==> src/rtl/mips_pkg.sv <==
// Shared definitions for the MIPS fetch front end: vectors, bubble word, FSM and next-PC encodings.
package mips_pkg;

  localparam int unsigned XLEN       = 32;
  localparam int unsigned WORD_BYTES = 4;

  localparam logic [XLEN-1:0] DEF_RESET_VEC = 32'h0000_0000;
  localparam logic [XLEN-1:0] DEF_IRQ_VEC   = 32'h0000_0004;
  localparam logic [XLEN-1:0] DEF_EXC_VEC   = 32'h0000_0008;
  localparam logic [XLEN-1:0] DEF_NOP_WORD  = 32'h0000_0000;

  // Sequencer phase: BOOT fetches word 0 once, TRAP is the single bubble slot after vectoring.
  typedef enum logic [1:0] {
    ST_BOOT = 2'd0,
    ST_RUN  = 2'd1,
    ST_TRAP = 2'd2
  } seq_state_e;

  // Source of the next PC, ordered loosely by how disruptive it is.
  typedef enum logic [2:0] {
    SEL_SEQ    = 3'd0,
    SEL_HOLD   = 3'd1,
    SEL_BRANCH = 3'd2,
    SEL_JUMP   = 3'd3,
    SEL_JR     = 3'd4,
    SEL_ERET   = 3'd5,
    SEL_IRQ    = 3'd6,
    SEL_EXC    = 3'd7
  } npc_sel_e;

  // IF/ID pipeline register payload.
  typedef struct packed {
    logic [XLEN-1:0] instr;
    logic [XLEN-1:0] pc4;
    logic            valid;
  } if_id_t;

  // Instruction fetches are word aligned; low address bits of any target are dropped.
  function automatic logic [XLEN-1:0] align_word(input logic [XLEN-1:0] addr);
    return {addr[XLEN-1:2], 2'b00};
  endfunction

endpackage

==> src/rtl/fetch_sequencer_npc_mux.sv <==
// Next-PC priority selector with target alignment for the fetch sequencer.
module npc_mux
  import mips_pkg::*;
#(
  parameter logic [XLEN-1:0] IRQ_VEC = DEF_IRQ_VEC,
  parameter logic [XLEN-1:0] EXC_VEC = DEF_EXC_VEC
) (
  input  seq_state_e       state,
  input  logic             kernel_mode,
  input  logic             stall,
  input  logic             branch_taken,
  input  logic [XLEN-1:0]  branch_target,
  input  logic             jump,
  input  logic [XLEN-1:0]  jump_target,
  input  logic             jr,
  input  logic [XLEN-1:0]  jr_target,
  input  logic             eret,
  input  logic             irq,
  input  logic             exception,
  input  logic [XLEN-1:0]  pc,
  input  logic [XLEN-1:0]  epc,
  output npc_sel_e         sel,
  output logic [XLEN-1:0]  npc,
  output logic [XLEN-1:0]  redirect_pc,
  output logic             redirect_hit
);

  // Priority decision; BOOT always fetches sequentially, TRAP only honours a new exception.
  always_comb begin
    sel = SEL_SEQ;
    if (state == ST_BOOT) begin
      sel = SEL_SEQ;
    end else if (exception) begin
      sel = SEL_EXC;
    end else if (state == ST_RUN) begin
      if (irq && !kernel_mode)     sel = SEL_IRQ;
      else if (eret && kernel_mode) sel = SEL_ERET;
      else if (jr)                  sel = SEL_JR;
      else if (jump)                sel = SEL_JUMP;
      else if (branch_taken)        sel = SEL_BRANCH;
      else if (stall)               sel = SEL_HOLD;
      else                          sel = SEL_SEQ;
    end
  end

  // Highest-priority control-flow target raised by ID, used as the resume point if an irq lands on it.
  always_comb begin
    redirect_hit = jr | jump | branch_taken;
    redirect_pc  = align_word(branch_target);
    if (jr)        redirect_pc = align_word(jr_target);
    else if (jump) redirect_pc = align_word(jump_target);
  end

  // Next-PC value for the chosen source.
  always_comb begin
    npc = pc + XLEN'(WORD_BYTES);
    case (sel)
      SEL_SEQ:    npc = pc + XLEN'(WORD_BYTES);
      SEL_HOLD:   npc = pc;
      SEL_BRANCH: npc = align_word(branch_target);
      SEL_JUMP:   npc = align_word(jump_target);
      SEL_JR:     npc = align_word(jr_target);
      SEL_ERET:   npc = align_word(epc);
      SEL_IRQ:    npc = align_word(IRQ_VEC);
      SEL_EXC:    npc = align_word(EXC_VEC);
      default:    npc = pc + XLEN'(WORD_BYTES);
    endcase
  end

endmodule

==> src/rtl/fetch_sequencer.sv <==
// PC sequencer and IF/ID register for the 5-stage MIPS pipeline; sole driver of the IMEM address.
module fetch_sequencer
  import mips_pkg::*;
#(
  parameter logic [XLEN-1:0] RESET_VEC = DEF_RESET_VEC,
  parameter logic [XLEN-1:0] IRQ_VEC   = DEF_IRQ_VEC,
  parameter logic [XLEN-1:0] EXC_VEC   = DEF_EXC_VEC,
  parameter logic [XLEN-1:0] NOP_WORD  = DEF_NOP_WORD
) (
  input  logic             clk,
  input  logic             reset,
  output logic [XLEN-1:0]  imem_addr,
  input  logic [XLEN-1:0]  imem_rdata,
  input  logic             stall,
  input  logic             branch_taken,
  input  logic [XLEN-1:0]  branch_target,
  input  logic             jump,
  input  logic [XLEN-1:0]  jump_target,
  input  logic             jr,
  input  logic [XLEN-1:0]  jr_target,
  input  logic             eret,
  input  logic             irq,
  input  logic             exception,
  output logic [XLEN-1:0]  if_id_instr,
  output logic [XLEN-1:0]  if_id_pc4,
  output logic             if_id_valid,
  output logic             flush_id,
  output logic             kernel_mode,
  output logic [XLEN-1:0]  epc
);

  seq_state_e       state;
  if_id_t           if_id;
  npc_sel_e         sel;
  logic [XLEN-1:0]  npc;
  logic [XLEN-1:0]  redirect_pc;
  logic             redirect_hit;
  if_id_t           bubble;

  npc_mux #(
    .IRQ_VEC (IRQ_VEC),
    .EXC_VEC (EXC_VEC)
  ) u_npc_mux (
    .state         (state),
    .kernel_mode   (kernel_mode),
    .stall         (stall),
    .branch_taken  (branch_taken),
    .branch_target (branch_target),
    .jump          (jump),
    .jump_target   (jump_target),
    .jr            (jr),
    .jr_target     (jr_target),
    .eret          (eret),
    .irq           (irq),
    .exception     (exception),
    .pc            (imem_addr),
    .epc           (epc),
    .sel           (sel),
    .npc           (npc),
    .redirect_pc   (redirect_pc),
    .redirect_hit  (redirect_hit)
  );

  // A squashed slot carries the address now being fetched (as pc4) so an irq landing on the
  // bubble resumes at that instruction rather than at a stale return address.
  assign bubble = '{instr: NOP_WORD, pc4: npc + XLEN'(WORD_BYTES), valid: 1'b0};

  // ID squashes its instruction only when a trap is taken this cycle.
  assign flush_id = ~reset & ((sel == SEL_EXC) | (sel == SEL_IRQ));

  assign if_id_instr = if_id.instr;
  assign if_id_pc4   = if_id.pc4;
  assign if_id_valid = if_id.valid;

  // Sequencer FSM, PC, IF/ID, kernel mode and EPC update.
  always_ff @(posedge clk) begin
    if (reset) begin
      state       <= ST_BOOT;
      imem_addr   <= RESET_VEC;
      if_id       <= '{instr: NOP_WORD, pc4: '0, valid: 1'b0};
      kernel_mode <= 1'b1;
      epc         <= '0;
    end else begin
      imem_addr <= npc;
      case (sel)
        SEL_HOLD: begin
          // load-use stall: everything holds
        end
        SEL_SEQ: begin
          if_id <= '{instr: imem_rdata, pc4: imem_addr + XLEN'(WORD_BYTES), valid: 1'b1};
          state <= ST_RUN;
        end
        SEL_EXC: begin
          epc         <= if_id.pc4;
          kernel_mode <= 1'b1;
          if_id       <= bubble;
          state       <= ST_TRAP;
        end
        SEL_IRQ: begin
          epc         <= redirect_hit ? redirect_pc : if_id.pc4 - XLEN'(WORD_BYTES);
          kernel_mode <= 1'b1;
          if_id       <= bubble;
          state       <= ST_TRAP;
        end
        SEL_ERET: begin
          kernel_mode <= 1'b0;
          if_id       <= bubble;
        end
        default: begin
          if_id <= bubble;
        end
      endcase
    end
  end

endmodule

==> config.mk <==
export PLATFORM = sky130hd
export DESIGN_NAME = fetch_sequencer
export DESIGN_NICKNAME = d
export VERILOG_FILES = /design/src/rtl/mips_pkg.sv /design/src/rtl/fetch_sequencer_npc_mux.sv /design/src/rtl/fetch_sequencer.sv
export SDC_FILE = /design/constraint.sdc
export NUM_CORES = 1
export LEC_CHECK = 0
export CORE_MARGIN = 1
export CORE_UTILIZATION = 30
export DETAILED_ROUTE_END_ITERATION = 6
export GPL_TIMING_DRIVEN = 0
export MAX_ROUTING_LAYER = met4
export PLACE_DENSITY = 0.57
export SLEW_MARGIN = 20
export SYNTH_ARGS = -nofsm -noshare
export SYNTH_HDL_FRONTEND = slang
export SYNTH_SLANG_ARGS = --single-unit
==> constraint.sdc <==
create_clock -name clk -period 4.7 [get_ports clk]
set_input_delay 0.47 -clock clk [delete_from_list [all_inputs] [get_ports clk]]
set_output_delay 0.47 -clock clk [all_outputs]
set_load 0.02 [all_outputs]
==> results of run 1 <==
==> kinds of logic (layout without fill, tap and decap cells) <==
| family | after synthesis | count (layout) | synth area share (%) |
|---|---|---|---|
| xor gates and xnor gates | 70 | 70 | 7.130 |
| DFF | 132 | 132 | 30.73 |
| AOI/OAI and AO/OA | 346 | 346 | 29.22 |
| adders and majority gates | 3 | 3 | 0.4366 |
| muxes | 4 | 4 | 0.4657 |
| buffers and inverters | 94 | 396 | 4.584 |
| and+or+nand+nor | 494 | 494 | 27.43 |
==> sequential cells by signal (all words and copies together), names as in the netlist <==
register / count
if_id_instr: 32
imem_addr: 32
kernel_mode: 1
if_id_valid: 1
state: 2
if_id_pc4: 32
epc: 32
==> routing by layer <==
metal | wire [um] | track usage, % | vias to the layer above
met5 | 0 | - | -
met3 | 5662 | 7.547 | 80
met4 | 1274 | 10.87 | 0
met1 | 19310 | 41.94 | 5139
met2 | 20560 | 48.76 | 776
li1 | - | - | 4822
==> repair_timing <==
action                     CTS  global route
gates cloned                 0             0
setup buffers                3             8
resized for setup           18            40
pin swaps                    1             3
setup endpoints to repair   19            14
==> critical path, stage by stage <==
cell and delay (ps):
sky130_fd_sc_hd__clkdlybuf4s50_1 490, sky130_fd_sc_hd__buf_2 250, sky130_fd_sc_hd__o21bai_2 120, sky130_fd_sc_hd__o21a_1 270, sky130_fd_sc_hd__nor2_4 240, sky130_fd_sc_hd__clkbuf_1 520
sky130_fd_sc_hd__a32oi_1 220, sky130_fd_sc_hd__nand3_1 240, sky130_fd_sc_hd__o211ai_1 210, sky130_fd_sc_hd__or4_4 450, sky130_fd_sc_hd__buf_6 160, sky130_fd_sc_hd__or3_1 360
sky130_fd_sc_hd__nor4_2 380, sky130_fd_sc_hd__xor2_1 100, sky130_fd_sc_hd__a2111oi_0 420
==> power by group <==
part | leakage (nW) | internal (mW) | total [mW] | switching, mW
logic | 3.11 | 0.543 | 1.28 | 0.740
registers | 1.08 | 1.22 | 1.40 | 0.181
clock network | 0.265 | 0.734 | 1.30 | 0.566
==> cell type report <==
class | count | area share, %
multi-input combinational | 917 | 45.64
inverter | 5 | 0.1503
clock buffer | 19 | 3.466
sequential | 132 | 21.16
buffer | 88 | 3.286
tap | 378 | 3.787
timing repair buffer | 271 | 21.52
clock inverter | 13 | 0.9918
==> per-stage QoR <==
| stage | setup TNS, ps | cells | instance area [um2] | utilization [%] |
|---|---|---|---|---|
| 6_report | 0 | 1823 | 12490 | 44.59 |
| 5_1_grt | -25.84 | 1823 | 12490 | 44.59 |
| 4_1_cts | 0 | 1815 | 12310 | 43.94 |
| 3_5_place_dp | -14760 | 1781 | 11670 | 41.68 |
| 3_3_place_gp | -15900 | 1781 | 11670 | 41.68 |
| 2_1_floorplan | 0 | 1143 | 8598 | - |
==> synthesized netlist by cell type (6+ instances only) <==
library cell                instances
sky130_fd_sc_hd__buf_2              9
sky130_fd_sc_hd__a22o_1            40
sky130_fd_sc_hd__clkbuf_1          64
sky130_fd_sc_hd__o211ai_1           9
sky130_fd_sc_hd__nor2_1           156
sky130_fd_sc_hd__nand4_1           16
sky130_fd_sc_hd__o221ai_1          15
sky130_fd_sc_hd__nand3_1           30
sky130_fd_sc_hd__or2_2              6
sky130_fd_sc_hd__dfxtp_1          132
sky130_fd_sc_hd__a21oi_1           73
sky130_fd_sc_hd__nand2b_1           8
sky130_fd_sc_hd__or3_1             13
sky130_fd_sc_hd__o21ai_0           46
sky130_fd_sc_hd__o21ai_1            9
sky130_fd_sc_hd__a311oi_1           6
sky130_fd_sc_hd__a32oi_1            8
sky130_fd_sc_hd__o22ai_1           10
sky130_fd_sc_hd__buf_1             11
sky130_fd_sc_hd__a21o_1            10
sky130_fd_sc_hd__a221oi_1          11
sky130_fd_sc_hd__a22oi_1           24
sky130_fd_sc_hd__and4_1             6
sky130_fd_sc_hd__a32o_1             9
sky130_fd_sc_hd__and3_1            11
sky130_fd_sc_hd__xor2_1            36
sky130_fd_sc_hd__a2111oi_0          6
sky130_fd_sc_hd__nor4_1            20
sky130_fd_sc_hd__nor2b_1            6
sky130_fd_sc_hd__a211oi_1          15
sky130_fd_sc_hd__nor3_1            34
sky130_fd_sc_hd__xnor2_1           34
sky130_fd_sc_hd__a31oi_1            6
sky130_fd_sc_hd__nand2_1          155
==> worst max-delay path by stage <==
| stage | slack (ps) | endpoint | cells past startpoint | start |
|---|---|---|---|---|
| after floorplan | 830 | if_id_pc4[30] | 16 | kernel_mode |
| after global placement | -1090 | if_id_pc4[30] | 17 | exception |
| after detailed placement | -1060 | if_id_pc4[30] | 17 | exception |
| after CTS | 2 | if_id_pc4[30] | 16 | jr |
| after global routing | -30 | if_id_pc4[31] | 12 | eret |
| final | 60 | if_id_pc4[31] | 15 | jump |
==> flow_results.xml, run 1 <==
<?xml version="1.0" encoding="UTF-8"?>
<metrics>
  <group name="sta">
    <metric name="finalSetupViolCount" unit="">0</metric>
    <metric name="final.setup_skew" unit="ps">10.62</metric>
    <metric name="final_hold_viol_count" unit="">0</metric>
    <metric name="timing.final.max_slew_violations" unit="">0</metric>
    <metric name="top_achievable_clock_speed" unit="MHz">215.4</metric>
    <metric name="timing.max_slew.rel_slack" unit="%">24.45</metric>
    <metric name="finalWorstPathRequiredPeriod" unit="ps">4643</metric>
    <metric name="postLayoutSetupSlackWorst" unit="ps">56.66</metric>
    <metric name="hold_ws" unit="ps">464.3</metric>
    <metric name="worst-slew-pin-transition" unit="ps">1129</metric>
    <metric name="finalCritPeriodShare" unit="%">98.79</metric>
  </group>
  <group name="finish">
    <metric name="multi_input_area" unit="um2">5700</metric>
    <metric name="most-common-layout-cells" unit="">sky130_fd_sc_hd__clkdlybuf4s50_1 (259), sky130_fd_sc_hd__nand2_1 (154), sky130_fd_sc_hd__nor2_1 (149)</metric>
    <metric name="final_layout_size_suffix_gt1_share" unit="%">8.512</metric>
    <metric name="antenna_cells" unit="">0</metric>
    <metric name="ff_latch_area" unit="um2">2643</metric>
    <metric name="most_frequent_standard_cell_in_the_layout_excluding_fill_and_tap_cells" unit="">sky130_fd_sc_hd__clkdlybuf4s50_1</metric>
    <metric name="synthToLayoutAreaGrowth" unit="%">45.26</metric>
    <metric name="final_nets" unit="">1572</metric>
    <metric name="nFillCells" unit="">2898</metric>
  </group>
  <group name="worst_hold_path">
    <metric name="hp-start" unit="">if_id_valid</metric>
    <metric name="hold_class" unit="">reg2reg</metric>
    <metric name="min_to" unit="">if_id_valid</metric>
    <metric name="hold_path_depth" unit="">1</metric>
  </group>
  <group name="setup_path">
    <metric name="worstReg2RegStart" unit="">state[0]</metric>
    <metric name="timing.reg2reg.setup_slack" unit="ps">250</metric>
    <metric name="rr_worst_depth" unit="">12</metric>
    <metric name="startpoint_kind_of_the_worst_setup_timing_path" unit="">primary input</metric>
    <metric name="worst-endpoint-arrival" unit="ps">4940</metric>
    <metric name="crit_fanout" unit="">10</metric>
    <metric name="worstSetupPathType" unit="">in2reg</metric>
    <metric name="regToRegEndpoint" unit="">if_id_pc4[31]</metric>
    <metric name="setup.worst_path.end_class" unit="">register</metric>
    <metric name="data_required_time_of_the_worst_path" unit="ps">5000</metric>
  </group>
  <group name="cts">
    <metric name="buffer_type_at_the_clock_tree_root" unit="">sky130_fd_sc_hd__clkbuf_16</metric>
    <metric name="clk_pin_slew_worst_paths" unit="ps">60</metric>
    <metric name="cts.sink_count" unit="">132</metric>
    <metric name="worstSkewPairLatency" unit="ps">430</metric>
    <metric name="htree_num_levels" unit="">4</metric>
    <metric name="cts_buffers" unit="">17</metric>
    <metric name="cts-hold-fix-buffers" unit="">0</metric>
    <metric name="tritoncts" unit="">built</metric>
    <metric name="clock_path_buffers" unit="">2</metric>
  </group>
  <group name="place">
    <metric name="place.port_buffers" unit="">260</metric>
    <metric name="place_ws" unit="ps">-1057</metric>
    <metric name="globalplace.congestion" unit="">1.047</metric>
    <metric name="hpwl_dp" unit="um">35840</metric>
  </group>
  <group name="global_routing">
    <metric name="grt_first_pass_wirelength" unit="um">66840</metric>
    <metric name="antenna_found_initial" unit="">0</metric>
    <metric name="grt_usage" unit="%">32.23</metric>
    <metric name="grt_overflow_total" unit="">0</metric>
    <metric name="grt_start_max_net_pins" unit="">17</metric>
    <metric name="vias_in_the_first_global_route" unit="">10260</metric>
  </group>
  <group name="pwr">
    <metric name="leakage_power" unit="nW">4.461</metric>
    <metric name="totalPowerFinal" unit="mW">3.984</metric>
    <metric name="power_density" unit="nW/um2">319.0</metric>
    <metric name="ir_worst_vdd" unit="V">0.0002471</metric>
  </group>
  <group name="synthesis">
    <metric name="synth_fp_nets" unit="">1283</metric>
    <metric name="yosysSeqAreaShare" unit="%">30.73</metric>
    <metric name="synth_cells" unit="">1143</metric>
    <metric name="ys_types" unit="">83</metric>
    <metric name="synth_largest_type_area_fraction" unit="%">30.73</metric>
    <metric name="yosys_register_bits" unit="">132</metric>
    <metric name="synth_top_area_cell" unit="">sky130_fd_sc_hd__dfxtp_1</metric>
    <metric name="yosys_warnings" unit="">0</metric>
    <metric name="mean_syn_cell_area" unit="um2">7.523</metric>
    <metric name="asyncSetResetFlopFracSynth" unit="%">0</metric>
    <metric name="yosys_most_used_dff" unit="">sky130_fd_sc_hd__dfxtp_1</metric>
    <metric name="synth.cell_area" unit="um2">8598</metric>
    <metric name="number_of_flops_mapped_to_enable_cells_by_yosys" unit="">0</metric>
    <metric name="netlist_top_cells_area" unit="">sky130_fd_sc_hd__dfxtp_1 (31%), sky130_fd_sc_hd__nor2_1 (6.8%), sky130_fd_sc_hd__nand2_1 (6.8%)</metric>
  </group>
  <group name="floorplan">
    <metric name="core_area" unit="um2">28010</metric>
    <metric name="floorplan.die.width" unit="um">171.3</metric>
    <metric name="pin_count" unit="">268</metric>
    <metric name="start_util" unit="%">30.70</metric>
    <metric name="die_y" unit="um">171.3</metric>
    <metric name="number_of_core_rows" unit="">61</metric>
    <metric name="die_area" unit="um2">29340</metric>
  </group>
  <group name="run_status">
    <metric name="run_status" unit="">completed</metric>
  </group>
  <group name="route">
    <metric name="route.antenna.remaining_nets" unit="">0</metric>
    <metric name="dr_total_vias" unit="">10817</metric>
    <metric name="avgRoutedWirePerCell" unit="um">25.68</metric>
    <metric name="firstDrtPassIters" unit="">5</metric>
    <metric name="finalWirelength" unit="um">46810</metric>
    <metric name="viasPerCell" unit="">5.934</metric>
    <metric name="drt_iter0_markers" unit="">1423</metric>
    <metric name="drc" unit="">0</metric>
  </group>
  <group name="flow_run">
    <metric name="maxCapViolations" unit="">0</metric>
  </group>
</metrics>
Power figures use the tool's default switching activity.
==> inputs of run 2 (changes only) <==
Settings changed: CORE_MARGIN 1 to 2, SKIP_CTS_REPAIR_TIMING from default to 1.
==> flow_results.xml, run 2 (synthesis results as in run 1) <==
<?xml version="1.0" encoding="UTF-8"?>
<metrics>
  <group name="global_routing">
    <metric name="vias_in_the_first_global_route" unit="">10311</metric>
    <metric name="grt_first_pass_wirelength" unit="um">69200</metric>
    <metric name="grt_start_max_net_pins" unit="">18</metric>
    <metric name="grt_usage" unit="%">31.67</metric>
    <metric name="antenna_found_initial" unit="">0</metric>
    <metric name="grt_overflow_total" unit="">0</metric>
  </group>
  <group name="cts">
    <metric name="tritoncts" unit="">built</metric>
    <metric name="cts.sink_count" unit="">132</metric>
    <metric name="worstSkewPairLatency" unit="ps">440</metric>
    <metric name="buffer_type_at_the_clock_tree_root" unit="">sky130_fd_sc_hd__clkbuf_16</metric>
    <metric name="clk_pin_slew_worst_paths" unit="ps">70</metric>
    <metric name="cts_buffers" unit="">17</metric>
    <metric name="clock_path_buffers" unit="">2</metric>
    <metric name="htree_num_levels" unit="">4</metric>
  </group>
  <group name="floorplan">
    <metric name="pin_count" unit="">268</metric>
    <metric name="die_area" unit="um2">30030</metric>
    <metric name="core_area" unit="um2">28010</metric>
    <metric name="start_util" unit="%">30.70</metric>
    <metric name="die_y" unit="um">173.3</metric>
    <metric name="floorplan.die.width" unit="um">173.3</metric>
    <metric name="number_of_core_rows" unit="">61</metric>
  </group>
  <group name="setup_path">
    <metric name="startpoint_kind_of_the_worst_setup_timing_path" unit="">primary input</metric>
    <metric name="rr_worst_depth" unit="">16</metric>
    <metric name="worstSetupPathType" unit="">in2reg</metric>
    <metric name="worst-endpoint-arrival" unit="ps">4870</metric>
    <metric name="crit_fanout" unit="">10</metric>
    <metric name="data_required_time_of_the_worst_path" unit="ps">5010</metric>
    <metric name="setup.worst_path.end_class" unit="">register</metric>
    <metric name="worstSetupStartpoint" unit="">jr</metric>
    <metric name="timing.reg2reg.setup_slack" unit="ps">190</metric>
    <metric name="worstReg2RegStart" unit="">kernel_mode</metric>
  </group>
  <group name="place">
    <metric name="place.port_buffers" unit="">260</metric>
    <metric name="globalplace.congestion" unit="">1.014</metric>
    <metric name="hpwl_dp" unit="um">36580</metric>
  </group>
  <group name="finish">
    <metric name="most-common-layout-cells" unit="">sky130_fd_sc_hd__clkdlybuf4s50_1 (258), sky130_fd_sc_hd__nand2_1 (154), sky130_fd_sc_hd__nor2_1 (150)</metric>
    <metric name="nFillCells" unit="">2861</metric>
    <metric name="most_frequent_standard_cell_in_the_layout_excluding_fill_and_tap_cells" unit="">sky130_fd_sc_hd__clkdlybuf4s50_1</metric>
    <metric name="multi_input_area" unit="um2">5699</metric>
    <metric name="final_core_utilization" unit="%">44.85</metric>
    <metric name="final_nets" unit="">1576</metric>
    <metric name="final_layout_size_suffix_gt1_share" unit="%">8.834</metric>
    <metric name="synthToLayoutAreaGrowth" unit="%">46.10</metric>
    <metric name="ff_latch_area" unit="um2">2643</metric>
    <metric name="antenna_cells" unit="">0</metric>
  </group>
  <group name="sta">
    <metric name="finalWorstPathRequiredPeriod" unit="ps">4554</metric>
    <metric name="grt_setup_unrepaired" unit="">no</metric>
    <metric name="final.setup_skew" unit="ps">17.09</metric>
    <metric name="timing.max_slew.rel_slack" unit="%">24.38</metric>
    <metric name="final_hold_viol_count" unit="">0</metric>
    <metric name="worst-slew-pin-transition" unit="ps">1130</metric>
    <metric name="top_achievable_clock_speed" unit="MHz">219.6</metric>
    <metric name="finalCritPeriodShare" unit="%">96.88</metric>
    <metric name="timing.final.max_slew_violations" unit="">0</metric>
    <metric name="finalSetupViolCount" unit="">0</metric>
  </group>
  <group name="pwr">
    <metric name="share_seq_of_total_power" unit="%">34.1</metric>
    <metric name="ir_worst_vdd" unit="V">0.0002123</metric>
    <metric name="power_density" unit="nW/um2">326.4</metric>
    <metric name="leakage_power" unit="nW">4.545</metric>
    <metric name="clkPwrFrac" unit="%">34.3</metric>
    <metric name="switching_share" unit="%">39.35</metric>
    <metric name="total_switching_power" unit="mW">1.613</metric>
    <metric name="cell_internal_pwr" unit="mW">2.486</metric>
    <metric name="power.combinational.fraction" unit="%">31.6</metric>
    <metric name="totalPowerFinal" unit="mW">4.100</metric>
  </group>
  <group name="route">
    <metric name="viasPerCell" unit="">5.997</metric>
    <metric name="drt_iter0_markers" unit="">1790</metric>
    <metric name="finalWirelength" unit="um">47960</metric>
    <metric name="avgRoutedWirePerCell" unit="um">26.25</metric>
    <metric name="route.antenna.remaining_nets" unit="">0</metric>
    <metric name="firstDrtPassIters" unit="">6</metric>
    <metric name="drc" unit="">0</metric>
    <metric name="dr_total_vias" unit="">10957</metric>
  </group>
  <group name="worst_hold_path">
    <metric name="hp-start" unit="">if_id_valid</metric>
    <metric name="hold_class" unit="">reg2reg</metric>
    <metric name="hold_path_depth" unit="">1</metric>
  </group>
  <group name="run_status">
    <metric name="run_status" unit="">completed</metric>
  </group>
  <group name="flow_run">
    <metric name="maxCapViolations" unit="">0</metric>
  </group>
</metrics>
[run 2: cell types whose count changed in the layout (fill, tap and decap cells not counted), sizes merged, moves of 3 or more]
cell,before,now
inv,9,16
clkbuf,86,82
buf,32,38
clkinvlp,3,0
[run 2: worst paths after layout]
kind / endpoint
worst max-delay path: if_id_pc4[31]
worst max register to register: if_id_pc4[31]
worst min-delay path: if_id_valid
worst min register to register: if_id_valid
[run 2: routing by layer]
metal  global-route usage (%)  wire, um  vias to the layer above
li1                         -         -                     4834
met1                    40.75     19440                     5143
met2                    47.53     20650                      844
met3                    8.706      5961                      136
met4                    11.26      1899                        0
met5                        -         0                        -
[run 2: area by class of cell]
class | count | share of cell area [%]
Clock inverter | 15 | 1.404
Sequential cell | 132 | 21.04
Buffer | 89 | 3.297
Inverter | 5 | 0.1494
Timing Repair Buffer | 274 | 21.59
Clock buffer | 17 | 3.386
Tap cell | 378 | 3.765
Multi-Input combinational cell | 917 | 45.37
[run 2: per-stage QoR]
stage	setup WS (ps)	TNS (ps)	hold slack (ps)	cell area, um2	std cells
2_1_floorplan	827.6	0	542.0	8598	1143
3_3_place_gp	-1188	-16870	438.3	11670	1781
3_5_place_dp	-1152	-17120	441.3	11690	1781
4_1_cts	-721.3	-7057	461.4	12290	1813
5_1_grt	1.750	0	483.3	12560	1827
6_report	146.4	0	457.5	12560	1827
[run 2: critical path, stage by stage]
cell and delay, ps:
sky130_fd_sc_hd__clkdlybuf4s50_1 570, sky130_fd_sc_hd__nor2_2 220, sky130_fd_sc_hd__a21o_1 220, sky130_fd_sc_hd__buf_6 210, sky130_fd_sc_hd__o31a_1 260, sky130_fd_sc_hd__clkbuf_4 270, sky130_fd_sc_hd__nor2_1 110, sky130_fd_sc_hd__clkbuf_4 270
sky130_fd_sc_hd__nand3_1 220, sky130_fd_sc_hd__o211ai_1 220, sky130_fd_sc_hd__or4_4 460, sky130_fd_sc_hd__buf_6 160, sky130_fd_sc_hd__or3_1 380, sky130_fd_sc_hd__nor4_4 330, sky130_fd_sc_hd__xor2_1 100, sky130_fd_sc_hd__a2111oi_1 380
[run 2: power groups by stage]
stage	registers, mW	logic [mW]	clock network [mW]
floorplan	1.46	0.556	0
global placement	1.42	1.24	0
detailed placement	1.41	1.24	0
CTS	1.39	1.24	1.41
global route	1.40	1.37	1.46
finish	1.40	1.30	1.40
==> inputs of run 3 (changes only) <==
Settings changed: CORE_ASPECT_RATIO from default to 1.1.
==> flow_results.xml, run 3 (synthesis results as in run 1) <==
<?xml version="1.0" encoding="UTF-8"?>
<metrics>
  <group name="run_status">
    <metric name="run_status" unit="">completed</metric>
  </group>
  <group name="global_routing">
    <metric name="vias_in_the_first_global_route" unit="">10343</metric>
    <metric name="grt.met3_usage" unit="%">5.231</metric>
    <metric name="grt_usage" unit="%">31.87</metric>
    <metric name="grt_use_met2" unit="%">48.35</metric>
    <metric name="grt_overflow_total" unit="">0</metric>
    <metric name="grt_start_max_net_pins" unit="">17</metric>
    <metric name="groute.layer.met1.usage" unit="%">42.16</metric>
    <metric name="busiest_layer" unit="">met2</metric>
    <metric name="grt_first_pass_wirelength" unit="um">68320</metric>
    <metric name="antenna_found_initial" unit="">0</metric>
  </group>
  <group name="sta">
    <metric name="finalSetupViolCount" unit="">0</metric>
    <metric name="final.setup_skew" unit="ps">14.79</metric>
    <metric name="timing.max_slew.rel_slack" unit="%">21.09</metric>
    <metric name="final_hold_viol_count" unit="">0</metric>
    <metric name="finalCritPeriodShare" unit="%">97.06</metric>
    <metric name="top_achievable_clock_speed" unit="MHz">219.2</metric>
    <metric name="worst-slew-pin-transition" unit="ps">1179</metric>
    <metric name="setup_tns" unit="ps">0</metric>
    <metric name="timing.final.max_slew_violations" unit="">0</metric>
    <metric name="finalWorstPathRequiredPeriod" unit="ps">4562</metric>
  </group>
  <group name="finish">
    <metric name="instances_no_fill" unit="">1817</metric>
    <metric name="synthToLayoutAreaGrowth" unit="%">45.61</metric>
    <metric name="antenna_cells" unit="">0</metric>
    <metric name="final_nets" unit="">1576</metric>
    <metric name="most_frequent_standard_cell_in_the_layout_excluding_fill_and_tap_cells" unit="">sky130_fd_sc_hd__clkdlybuf4s50_1</metric>
    <metric name="nFillCells" unit="">2972</metric>
    <metric name="ff_latch_area" unit="um2">2643</metric>
    <metric name="multi_input_area" unit="um2">5690</metric>
    <metric name="most-common-layout-cells" unit="">sky130_fd_sc_hd__clkdlybuf4s50_1 (257), sky130_fd_sc_hd__nand2_1 (154), sky130_fd_sc_hd__nor2_1 (150)</metric>
    <metric name="final_layout_size_suffix_gt1_share" unit="%">8.903</metric>
    <metric name="final_core_utilization" unit="%">43.98</metric>
  </group>
  <group name="route">
    <metric name="drc" unit="">0</metric>
    <metric name="avgRoutedWirePerCell" unit="um">26.30</metric>
    <metric name="firstDrtPassIters" unit="">7</metric>
    <metric name="finalWirelength" unit="um">47780</metric>
    <metric name="drt_iter0_markers" unit="">1430</metric>
    <metric name="viasPerCell" unit="">5.994</metric>
    <metric name="route.antenna.remaining_nets" unit="">0</metric>
    <metric name="dr_total_vias" unit="">10891</metric>
  </group>
  <group name="cts">
    <metric name="clock_path_buffers" unit="">2</metric>
    <metric name="htree_num_levels" unit="">4</metric>
    <metric name="cts.sink_count" unit="">132</metric>
    <metric name="cts_buffers" unit="">17</metric>
    <metric name="buffer_type_at_the_clock_tree_root" unit="">sky130_fd_sc_hd__clkbuf_16</metric>
    <metric name="tritoncts" unit="">built</metric>
    <metric name="worstSkewPairLatency" unit="ps">430</metric>
    <metric name="clk_pin_slew_worst_paths" unit="ps">60</metric>
  </group>
  <group name="setup_path">
    <metric name="worstSetupPathType" unit="">in2reg</metric>
    <metric name="worst-endpoint-arrival" unit="ps">4860</metric>
    <metric name="startpoint_kind_of_the_worst_setup_timing_path" unit="">primary input</metric>
    <metric name="data_required_time_of_the_worst_path" unit="ps">5000</metric>
    <metric name="setup.worst_path.end_class" unit="">register</metric>
    <metric name="crit_fanout" unit="">10</metric>
    <metric name="rr_worst_depth" unit="">16</metric>
  </group>
  <group name="pwr">
    <metric name="ir_worst_vdd" unit="V">0.0001820</metric>
    <metric name="leakage_power" unit="nW">4.526</metric>
    <metric name="totalPowerFinal" unit="mW">4.031</metric>
    <metric name="power_density" unit="nW/um2">322.0</metric>
  </group>
  <group name="floorplan">
    <metric name="pin_count" unit="">268</metric>
    <metric name="die_y" unit="um">181.6</metric>
    <metric name="core_area" unit="um2">28460</metric>
    <metric name="die_area" unit="um2">30030</metric>
    <metric name="floorplan.die.width" unit="um">165.4</metric>
    <metric name="start_util" unit="%">30.21</metric>
    <metric name="number_of_core_rows" unit="">65</metric>
  </group>
  <group name="place">
    <metric name="hpwl_dp" unit="um">36890</metric>
    <metric name="dpl.cell_count" unit="">1771</metric>
    <metric name="place.port_buffers" unit="">260</metric>
    <metric name="globalplace.congestion" unit="">1.050</metric>
  </group>
  <group name="flow_run">
    <metric name="maxCapViolations" unit="">0</metric>
  </group>
  <group name="worst_hold_path">
    <metric name="hold_path_depth" unit="">1</metric>
    <metric name="hold_class" unit="">reg2reg</metric>
  </group>
</metrics>
[run 3: cell types whose count changed in the layout (fill, tap and decap cells not counted), sizes merged]
cell           previous run  this run
clkbuf                   82        84
buf                      38        36
clkinv                    4         1
dlymetal6s2s              2         3
clkdlybuf4s50           258       257
bufinv                    0         1
inv                      16        13
clkinvlp                  0         5
[run 3: power breakdown]
group	switching, mW	internal [mW]	total [mW]
sequential	0.178	1.22	1.40
combinational	0.746	0.548	1.29
clock	0.598	0.742	1.34
[run 3: worst max-delay path, stage by stage]
cell and delay [ps]:
sky130_fd_sc_hd__clkdlybuf4s50_1 450, sky130_fd_sc_hd__buf_2 240, sky130_fd_sc_hd__nor2_1 240, sky130_fd_sc_hd__and3_2 300
sky130_fd_sc_hd__clkbuf_4 280, sky130_fd_sc_hd__buf_6 220, sky130_fd_sc_hd__clkbuf_4 270, sky130_fd_sc_hd__nand2_1 80
sky130_fd_sc_hd__a21o_1 240, sky130_fd_sc_hd__o2111ai_1 160, sky130_fd_sc_hd__ha_1 250, sky130_fd_sc_hd__nand3b_1 180
sky130_fd_sc_hd__or3_4 420, sky130_fd_sc_hd__nor3_4 310, sky130_fd_sc_hd__nand4_1 180, sky130_fd_sc_hd__xnor2_1 160
sky130_fd_sc_hd__a2111oi_0 370
[run 3: layout make-up]
type,instances,area share (%)
flip-flops and latches,132,21.11
clock inverters,15,1.159
multi-input cells,917,45.45
repair buffers,274,21.69
clock buffers,17,3.398
well taps,368,3.678
inverters,5,0.1499
plain buffers,89,3.368
[run 3: routing by layer]
metal,part of all wire [%],vias up
met3,11,134
met5,0,-
met2,45,778
met4,4.0,0
met1,41,5143
li1,-,4836
[run 3: worst paths after layout]
kind,startpoint,end,slack (ps)
setup / recovery,exception,if_id_pc4[30],140
hold / removal,if_id_valid,if_id_valid,450
setup reg to reg,kernel_mode,if_id_pc4[31],210
hold reg to reg,if_id_valid,if_id_valid,450
[run 3: per-stage QoR]
stage	cell area [um2]	worst slack (ps)	hold slack (ps)
CTS	12230	-823.4	454.2
global route	12520	-62.57	487.4
global placement	11660	-1361	438.9
detailed placement	11660	-1243	443.7
finish	12520	138.1	450.0
floorplan	8598	827.6	542.0
